[config.mk]
export PLATFORM = sky130hd
export DESIGN_NAME = dmem_arbiter_flat
export DESIGN_NICKNAME = d
export VERILOG_FILES = /design/src/rtl/dmem_arbiter_if.sv /design/src/rtl/dmem_arbiter.sv /design/src/flat_wrapper.sv
export SDC_FILE = /design/constraint.sdc
export NUM_CORES = 1
export LEC_CHECK = 0
export CAP_MARGIN = 20
export CORE_AREA = 2 2 111 113
export DETAILED_ROUTE_END_ITERATION = 8
export DIE_AREA = 0 0 113 115
export GPL_ROUTABILITY_DRIVEN = 0
export PLACE_DENSITY_LB_ADDON = 0.08
export SLEW_MARGIN = 10
export SYNTH_ARGS = -nofsm -noshare
export SYNTH_HDL_FRONTEND = slang
export SYNTH_SLANG_ARGS = --single-unit
[constraint.sdc]
create_clock -name clk -period 4 [get_ports clk]
set_clock_uncertainty 0.15 [all_clocks]
set_input_delay 1.2 -clock clk [delete_from_list [all_inputs] [get_ports clk]]
set_output_delay 1.2 -clock clk [all_outputs]
set_load 0.02 [all_outputs]
[src/rtl/dmem_arbiter_if.sv]
// Bundle of the two requester ports, the pipeline stall and the data-memory
// side of the arbiter. The arbiter connects through the slave modport.
interface dmem_arbiter_if #(
    parameter int MAW = 10
);
    logic            p0_valid;
    logic            p0_we;
    logic [31:0]     p0_addr;
    logic [31:0]     p0_wdata;
    logic [3:0]      p0_wmask;
    logic            p0_ready;
    logic            p0_rvalid;
    logic [31:0]     p0_rdata;

    logic            p1_valid;
    logic            p1_we;
    logic [31:0]     p1_addr;
    logic [31:0]     p1_wdata;
    logic [3:0]      p1_wmask;
    logic            p1_lock;
    logic            p1_ready;
    logic            p1_rvalid;
    logic [31:0]     p1_rdata;

    logic            cpu_stall;

    logic            mem_en;
    logic [3:0]      mem_we;
    logic [MAW-1:0]  mem_addr;
    logic [31:0]     mem_wdata;
    logic [31:0]     mem_rdata;

    modport slave (
        input  p0_valid, p0_we, p0_addr, p0_wdata, p0_wmask,
        input  p1_valid, p1_we, p1_addr, p1_wdata, p1_wmask, p1_lock,
        input  mem_rdata,
        output p0_ready, p0_rvalid, p0_rdata,
        output p1_ready, p1_rvalid, p1_rdata,
        output cpu_stall,
        output mem_en, mem_we, mem_addr, mem_wdata
    );

    modport master (
        output p0_valid, p0_we, p0_addr, p0_wdata, p0_wmask,
        output p1_valid, p1_we, p1_addr, p1_wdata, p1_wmask, p1_lock,
        output mem_rdata,
        input  p0_ready, p0_rvalid, p0_rdata,
        input  p1_ready, p1_rvalid, p1_rdata,
        input  cpu_stall,
        input  mem_en, mem_we, mem_addr, mem_wdata
    );
endinterface

[src/rtl/dmem_arbiter.sv]
// Round-robin arbiter sharing the single-ported data memory between the MEM
// stage (port 0) and the debug/DMA loader (port 1), with a bounded port-1 lock.
module dmem_arbiter #(
    parameter int MAW      = 10,
    parameter int LOCK_MAX = 8
) (
    input  logic           clk,
    input  logic           reset,
    dmem_arbiter_if.slave  bus
);
    localparam int LW = $clog2(LOCK_MAX + 1);

    logic          last;
    logic [LW-1:0] lock_cnt;
    logic          rd_pend;
    logic          rd_port;

    logic          gnt0;
    logic          gnt1;
    logic          locked;
    logic          rd_acc;

    // Grants are forced off while reset is held so every output reads zero.
    always_comb begin
        gnt0   = 1'b0;
        gnt1   = 1'b0;
        locked = last & bus.p1_lock & (lock_cnt < LW'(LOCK_MAX));
        if (!reset) begin
            if (bus.p0_valid && bus.p1_valid) begin
                gnt1 = locked | ~last;
                gnt0 = ~(locked | ~last);
            end else if (bus.p0_valid) begin
                gnt0 = 1'b1;
            end else if (bus.p1_valid) begin
                gnt1 = 1'b1;
            end
        end
    end

    always_comb begin
        bus.mem_en    = gnt0 | gnt1;
        bus.mem_we    = 4'b0;
        bus.mem_addr  = '0;
        bus.mem_wdata = 32'b0;
        if (gnt1) begin
            bus.mem_we    = bus.p1_we ? bus.p1_wmask : 4'b0;
            bus.mem_addr  = bus.p1_addr[MAW+1:2];
            bus.mem_wdata = bus.p1_wdata;
        end else if (gnt0) begin
            bus.mem_we    = bus.p0_we ? bus.p0_wmask : 4'b0;
            bus.mem_addr  = bus.p0_addr[MAW+1:2];
            bus.mem_wdata = bus.p0_wdata;
        end
    end

    assign rd_acc = (gnt0 & ~bus.p0_we) | (gnt1 & ~bus.p1_we);

    assign bus.p0_ready  = gnt0;
    assign bus.p1_ready  = gnt1;
    assign bus.cpu_stall = ~reset & bus.p0_valid & ~gnt0;

    assign bus.p0_rvalid = rd_pend & ~rd_port;
    assign bus.p1_rvalid = rd_pend & rd_port;
    assign bus.p0_rdata  = bus.p0_rvalid ? bus.mem_rdata : 32'b0;
    assign bus.p1_rdata  = bus.p1_rvalid ? bus.mem_rdata : 32'b0;

    always_ff @(posedge clk or posedge reset) begin
        if (reset) begin
            last     <= 1'b1;
            lock_cnt <= '0;
            rd_pend  <= 1'b0;
            rd_port  <= 1'b0;
        end else begin
            if (gnt0 | gnt1) begin
                last <= gnt1;
            end
            // Counts port-1 grants that kept a waiting port 0 out.
            if (gnt1 & bus.p0_valid) begin
                if (lock_cnt != LW'(LOCK_MAX)) begin
                    lock_cnt <= lock_cnt + LW'(1);
                end
            end else begin
                lock_cnt <= '0;
            end
            rd_pend <= rd_acc;
            if (rd_acc) begin
                rd_port <= gnt1;
            end
        end
    end

    logic unused_addr_bits;
    assign unused_addr_bits = ^{bus.p0_addr[1:0], bus.p0_addr[31:MAW+2],
                                bus.p1_addr[1:0], bus.p1_addr[31:MAW+2]};
endmodule

[src/flat_wrapper.sv]
// flat-port wrapper written by rule: the top's interface ports become plain ports
module dmem_arbiter_flat 
#(
    parameter int MAW      = 10,
    parameter int LOCK_MAX = 8
)
  (clk, reset, bus_p0_valid, bus_p0_we, bus_p0_addr, bus_p0_wdata, bus_p0_wmask, bus_p1_valid, bus_p1_we, bus_p1_addr, bus_p1_wdata, bus_p1_wmask, bus_p1_lock, bus_mem_rdata, bus_p0_ready, bus_p0_rvalid, bus_p0_rdata, bus_p1_ready, bus_p1_rvalid, bus_p1_rdata, bus_cpu_stall, bus_mem_en, bus_mem_we, bus_mem_addr, bus_mem_wdata);
  dmem_arbiter_if #(.MAW(MAW)) bus_i ();
  input  logic clk;
  input  logic reset;
  input wire logic [$bits(bus_i.p0_valid)-1:0] bus_p0_valid;
  input wire logic [$bits(bus_i.p0_we)-1:0] bus_p0_we;
  input wire logic [$bits(bus_i.p0_addr)-1:0] bus_p0_addr;
  input wire logic [$bits(bus_i.p0_wdata)-1:0] bus_p0_wdata;
  input wire logic [$bits(bus_i.p0_wmask)-1:0] bus_p0_wmask;
  input wire logic [$bits(bus_i.p1_valid)-1:0] bus_p1_valid;
  input wire logic [$bits(bus_i.p1_we)-1:0] bus_p1_we;
  input wire logic [$bits(bus_i.p1_addr)-1:0] bus_p1_addr;
  input wire logic [$bits(bus_i.p1_wdata)-1:0] bus_p1_wdata;
  input wire logic [$bits(bus_i.p1_wmask)-1:0] bus_p1_wmask;
  input wire logic [$bits(bus_i.p1_lock)-1:0] bus_p1_lock;
  input wire logic [$bits(bus_i.mem_rdata)-1:0] bus_mem_rdata;
  output wire logic [$bits(bus_i.p0_ready)-1:0] bus_p0_ready;
  output wire logic [$bits(bus_i.p0_rvalid)-1:0] bus_p0_rvalid;
  output wire logic [$bits(bus_i.p0_rdata)-1:0] bus_p0_rdata;
  output wire logic [$bits(bus_i.p1_ready)-1:0] bus_p1_ready;
  output wire logic [$bits(bus_i.p1_rvalid)-1:0] bus_p1_rvalid;
  output wire logic [$bits(bus_i.p1_rdata)-1:0] bus_p1_rdata;
  output wire logic [$bits(bus_i.cpu_stall)-1:0] bus_cpu_stall;
  output wire logic [$bits(bus_i.mem_en)-1:0] bus_mem_en;
  output wire logic [$bits(bus_i.mem_we)-1:0] bus_mem_we;
  output wire logic [$bits(bus_i.mem_addr)-1:0] bus_mem_addr;
  output wire logic [$bits(bus_i.mem_wdata)-1:0] bus_mem_wdata;
  assign bus_i.p0_valid = bus_p0_valid;
  assign bus_i.p0_we = bus_p0_we;
  assign bus_i.p0_addr = bus_p0_addr;
  assign bus_i.p0_wdata = bus_p0_wdata;
  assign bus_i.p0_wmask = bus_p0_wmask;
  assign bus_i.p1_valid = bus_p1_valid;
  assign bus_i.p1_we = bus_p1_we;
  assign bus_i.p1_addr = bus_p1_addr;
  assign bus_i.p1_wdata = bus_p1_wdata;
  assign bus_i.p1_wmask = bus_p1_wmask;
  assign bus_i.p1_lock = bus_p1_lock;
  assign bus_i.mem_rdata = bus_mem_rdata;
  assign bus_p0_ready = bus_i.p0_ready;
  assign bus_p0_rvalid = bus_i.p0_rvalid;
  assign bus_p0_rdata = bus_i.p0_rdata;
  assign bus_p1_ready = bus_i.p1_ready;
  assign bus_p1_rvalid = bus_i.p1_rvalid;
  assign bus_p1_rdata = bus_i.p1_rdata;
  assign bus_cpu_stall = bus_i.cpu_stall;
  assign bus_mem_en = bus_i.mem_en;
  assign bus_mem_we = bus_i.mem_we;
  assign bus_mem_addr = bus_i.mem_addr;
  assign bus_mem_wdata = bus_i.mem_wdata;
  dmem_arbiter #(.MAW(MAW), .LOCK_MAX(LOCK_MAX)) u_core (.clk(clk), .reset(reset), .bus(bus_i));
endmodule
Yosys cells after proc, flatten, opt, wreduce, memory -nomap -nowiden --
Cells that the tools add are included.
Word-level totals: register bits 7, output and inout port bits 116, logic and storage cells 47
Operators by class: add/sub/neg operators 1, $lt $le $gt $ge 1, equal/unequal tests 2, mux-type cells 19, bitwise operators 19, reductions and logical operators 1
Operators with widths (number):
- $mux 32 | 4
- $mux 4 | 6
- $mux 10 | 2
- $and 1x1->1 | 9
- $mux 1 | 7
- $not 1->1 | 7
- $add 4x1->4 const B | 1
- $lt 4x4->1 const B | 1
- $ne 4x4->1 const B | 1
- $or 1x1->1 | 3
- $ne 2x2->1 const B | 1
- $logic_and 1x1->1 | 1

Depth between registers and ports, before layout --
depth in word-level cells 8, depth in mapped cells 5, mapped depth without buffers 5

Worst setup path before layout --
OpenSTA, ideal clock, no wires.
path type input to output, from input port reset, to output port bus_mem_wdata[22], arrival 2111 ps, required time 2650 ps, slack 539 ps, stages 5, cells stage by stage and2b_1 > nand3_2 > inv_2 > buf_2 > a22o_1
Between the ends: word-level cells in the longest chain between the ends 3, elaborated cells between the ends (all ways) 4, those cells by class mux: 4
RTL lines:
- start: declaration | RTL line flat_wrapper.sv:10 | input logic reset;
- $mux 1 | RTL line dmem_arbiter.sv:28 | if (!reset) begin
- net bus_p0_ready | RTL line flat_wrapper.sv:23 | output wire logic [$bits(bus_i.p0_ready)-1:0] bus_p0_ready;
- $mux 32 | RTL line dmem_arbiter.sv:49 | end else if (gnt0) begin
- $mux 32 | RTL line dmem_arbiter.sv:45 | if (gnt1) begin
- end: declaration | RTL line flat_wrapper.sv:33 | output wire logic [$bits(bus_i.mem_wdata)-1:0] bus_mem_wdata;
The timed path passes the listed nets, and every way through them passes these cells.

Worst setup path after layout --
from input port bus_p0_valid, to output port bus_p1_ready
Between the ends: word-level cells in the longest chain between the ends 3, elaborated cells between the ends (all ways) 4, those cells by class mux: 3; reduce/logical: 1
RTL lines:
- start: declaration | RTL line flat_wrapper.sv:11 | input wire logic [$bits(bus_i.p0_valid)-1:0] bus_p0_valid;
- $mux 1 / $logic_and 1x1->1 (equally long branches) | RTL line dmem_arbiter.sv:32, dmem_arbiter.sv:29
- $mux 1 * | RTL line dmem_arbiter.sv:29 | if (bus.p0_valid && bus.p1_valid) begin
- $mux 1 * | RTL line dmem_arbiter.sv:28
- end: declaration | RTL line flat_wrapper.sv:26 | output wire logic [$bits(bus_i.p1_ready)-1:0] bus_p1_ready;
Mark *: on every way between the ends. The rest lies on a longest branch, timed or not.

==> metrics.yaml <==
tightest_slew_ps: 275
htreeDepth: 1
clkPwrFrac_pct: 24.5
io_buffers: 246
drc: 18
ctsLongestPathBuffers: 2
seq_power_share_pct: 11.6
p_switching_mw: 0.239
synthTopCellsByCount: "a22o_1 (42), and2_1 (33), and3_1 (32)"
ys_top_cells_by_area: "a22o_1 (27%), and2_1 (15%), and3_1 (15%)"
critical_path.endpoint_type: "output port"
endpoint: "bus_p1_ready"
synth_area_mm2: 0.00137
core_mm2: 0.0118
wl_per_cell_um: 15.8
grt-ovfl-total: 0
avgSynthCellArea_um2: 7.56
timing.rr.start: "u_core.lock_cnt[3]"
cap_violations: 0
reg2regPathDepth: 5
die_h_um: 115
dp_hpwl_mm: 7.78
rsz0062_at_grt: "no"
initial_core_util_pct: 11.6
ys_async_sr_fraction_pct: 100
first_iter_violations: 152
numCtsBuffers: 3
slowest_delay_ps: 420
dp_cells: 579
grt_max_degree: 35
dieArea_mm2: 0.0130
gr-usage-all-layers_pct: 12.6
row_count: 40
path_class: "input port to output port"
violations: "DRC"
clk_pin_slew_ps: 40
finalSetupViolCount: 0
power_density_mw_per_mm2: 173
vdd_drop_max_mv: 0.0891
p_total_mw: 0.694
rr_endpoint: "u_core.lock_cnt[3]"
synthMostInstantiatedCell: "a22o_1"
cts_tree: "yes"
synth_top_area_cell: "a22o_1"
fmax_mhz: 253
synth-edff-count: 0
viasPerCell: 4.10
cp.required_ps: 2650
synth_nets: 358
finalMaxSlewViolations: 0
period_share_pct: 98.6
layout.cells.non_filler: 584
diodes: 0
worst_hold_path_type: "flip-flop to flip-flop"
wirelength_mm: 9.24
p_int_mw: 0.455
final_nets: 615
cts.sink_count: 7
finalHoldWorstSlack_ps: 362
hold_viol: 0
cp_cell_sequence: "clkdlybuf4s50_1 > buf_4 > a31o_4 > inv_6 > buf_6 > dlygate4sd2_1"
grt_pass1_wl_mm: 13.0
clock-root-buffer: "clkbuf_16"
power.leakage_nw: 1.83
critPathSlowestCell: "clkdlybuf4s50_1"
synth_ff_type: "dfrtp_1"
drive_above_1_share_pct: 18.3
critPathLaunch: "bus_p0_valid"
clock_latency_ps: 230
critPathMaxFanout: 10
max_slew_margin_pct: 81.6
synth-seq-cells: 7
ys_warn_count: 0
p_comb_share_pct: 64.0
io_pins: 291
cp-start-kind: "input port"
yosys.cell_types.count: 32
grt_antenna_before_repair: 0
num_vias: 2397
arrival_ps: 2600
post_synth_inst_count: 181
synth-seq-area-share_pct: 12.9
synthToLayoutAreaGrowth_pct: 193
dr.pass1.iters: 8
p_sw_share_pct: 34.4
setup_tns_ps: 0
regToRegSetupSlack_ps: 2500
min_period_ps: 3950
drtAntennaViolNets: 0
status: "finished, violations left"
grt_pass1_vias: 2258
die_x_um: 113
yosys.area.top_type_share_pct: 26.9
postCtsSetupRepairBufs: 0
==> worst min-delay path by stage <==
| stage | startpoint | endpoint | slack (ps) | depth (start not counted) |
|---|---|---|---|---|
| floorplan | u_core.last | u_core.last | 330 | 2 |
| global placement | u_core.last | u_core.last | 370 | 2 |
| detailed placement | u_core.last | u_core.last | 360 | 2 |
| CTS | u_core.last | u_core.last | 360 | 2 |
| global route | u_core.last | u_core.last | 400 | 2 |
| finish | u_core.last | u_core.last | 360 | 2 |
==> metrics by stage <==
| step | util [%] | worst slack (ps) | cell area [um^2] |
|---|---|---|---|
| 2_1_floorplan | - | 539 | 1370 |
| 3_3_place_gp | 34.8 | -452 | 4120 |
| 3_5_place_dp | 34.8 | -458 | 4120 |
| 4_1_cts | 34.4 | 0.556 | 4070 |
| 5_1_grt | 34.0 | 2.12 | 4010 |
| 6_report | 34.0 | 54.9 | 4010 |
==> placed cells by master, fill, tap and decap left out, types with 2 or more instances in the layout <==
master,synthesis,routed
inv_1,4,4
clkbuf_2,0,2
dlygate4sd2_1,0,7
nand2b_1,3,2
dfrtp_1,6,6
and2_1,33,33
buf_2,5,41
clkbuf_16,0,3
nand3b_1,3,3
buf_6,4,3
ha_1,2,2
o21ai_0,2,2
and3_1,32,32
buf_4,0,19
clkdlybuf4s50_1,0,193
a22o_1,42,42
nand2_1,11,11
o22ai_1,4,4
nor3_1,3,3
nor2_1,3,3
buf_12,0,3
nand2b_4,1,2
==> power by group through the flow <==
stage | registers, mW | clock network (mW) | logic (mW)
2_1_floorplan | 0.0822 | 0 | 0.180
3_3_place_gp | 0.0811 | 0 | 0.474
3_5_place_dp | 0.0811 | 0 | 0.474
4_1_cts | 0.0805 | 0.172 | 0.454
5_1_grt | 0.0813 | 0.180 | 0.473
6_report | 0.0804 | 0.170 | 0.444
==> state kept, by name, indices dropped and copies added, names as in the netlist <==
name and count:
u_core.rd_port 1, u_core.lock_cnt 4, u_core.rd_pend 1, u_core.last 1
==> kinds of logic after synthesis <==
family | after synthesis | share of synthesized area [%]
adder cells (fa/ha/maj) | 2 | 1.83
XOR/XNOR | 2 | 1.28
buffers and inverters | 23 | 9.14
AO/OA/AOI/OAI | 53 | 33.4
flip-flops | 7 | 12.9
AND/OR/NAND/NOR | 93 | 40.8
multiplexers | 1 | 0.731
==> repair_timing <==
| action | in CTS | in global routing |
|---|---|---|
| pin swaps | 1 | 0 |
| resized for setup | 183 | 10 |
| endpoints found under the setup margin | 49 | 10 |
| hold buffers | 0 | 0 |
| cloned | 1 | 0 |
==> worst max-delay path: cells and delay by family <==
kind | cells | cell delay [ps]
AO/OA/AOI/OAI | 1 | 240
buffers and inverters | 5 | 1150
==> layer usage <==
metal,part of all wire (%),track usage (%),vias up
met1,37,14.9,1093
met5,0,0,-
met2,54,24.0,119
met3,9.1,2.37,2
li1,-,-,1183
met4,0.32,2.20,0
==> cell type report <==
class,count,area (um^2)
Fill cell,1290,7800
Timing Repair Buffer,269,2470
Multi-Input combinational cell,151,1070
Tap cell,147,184
Sequential cell,7,176
Clock buffer,4,78.8
Inverter,6,27.5
No activity file was read; power rests on OpenSTA's default activity.
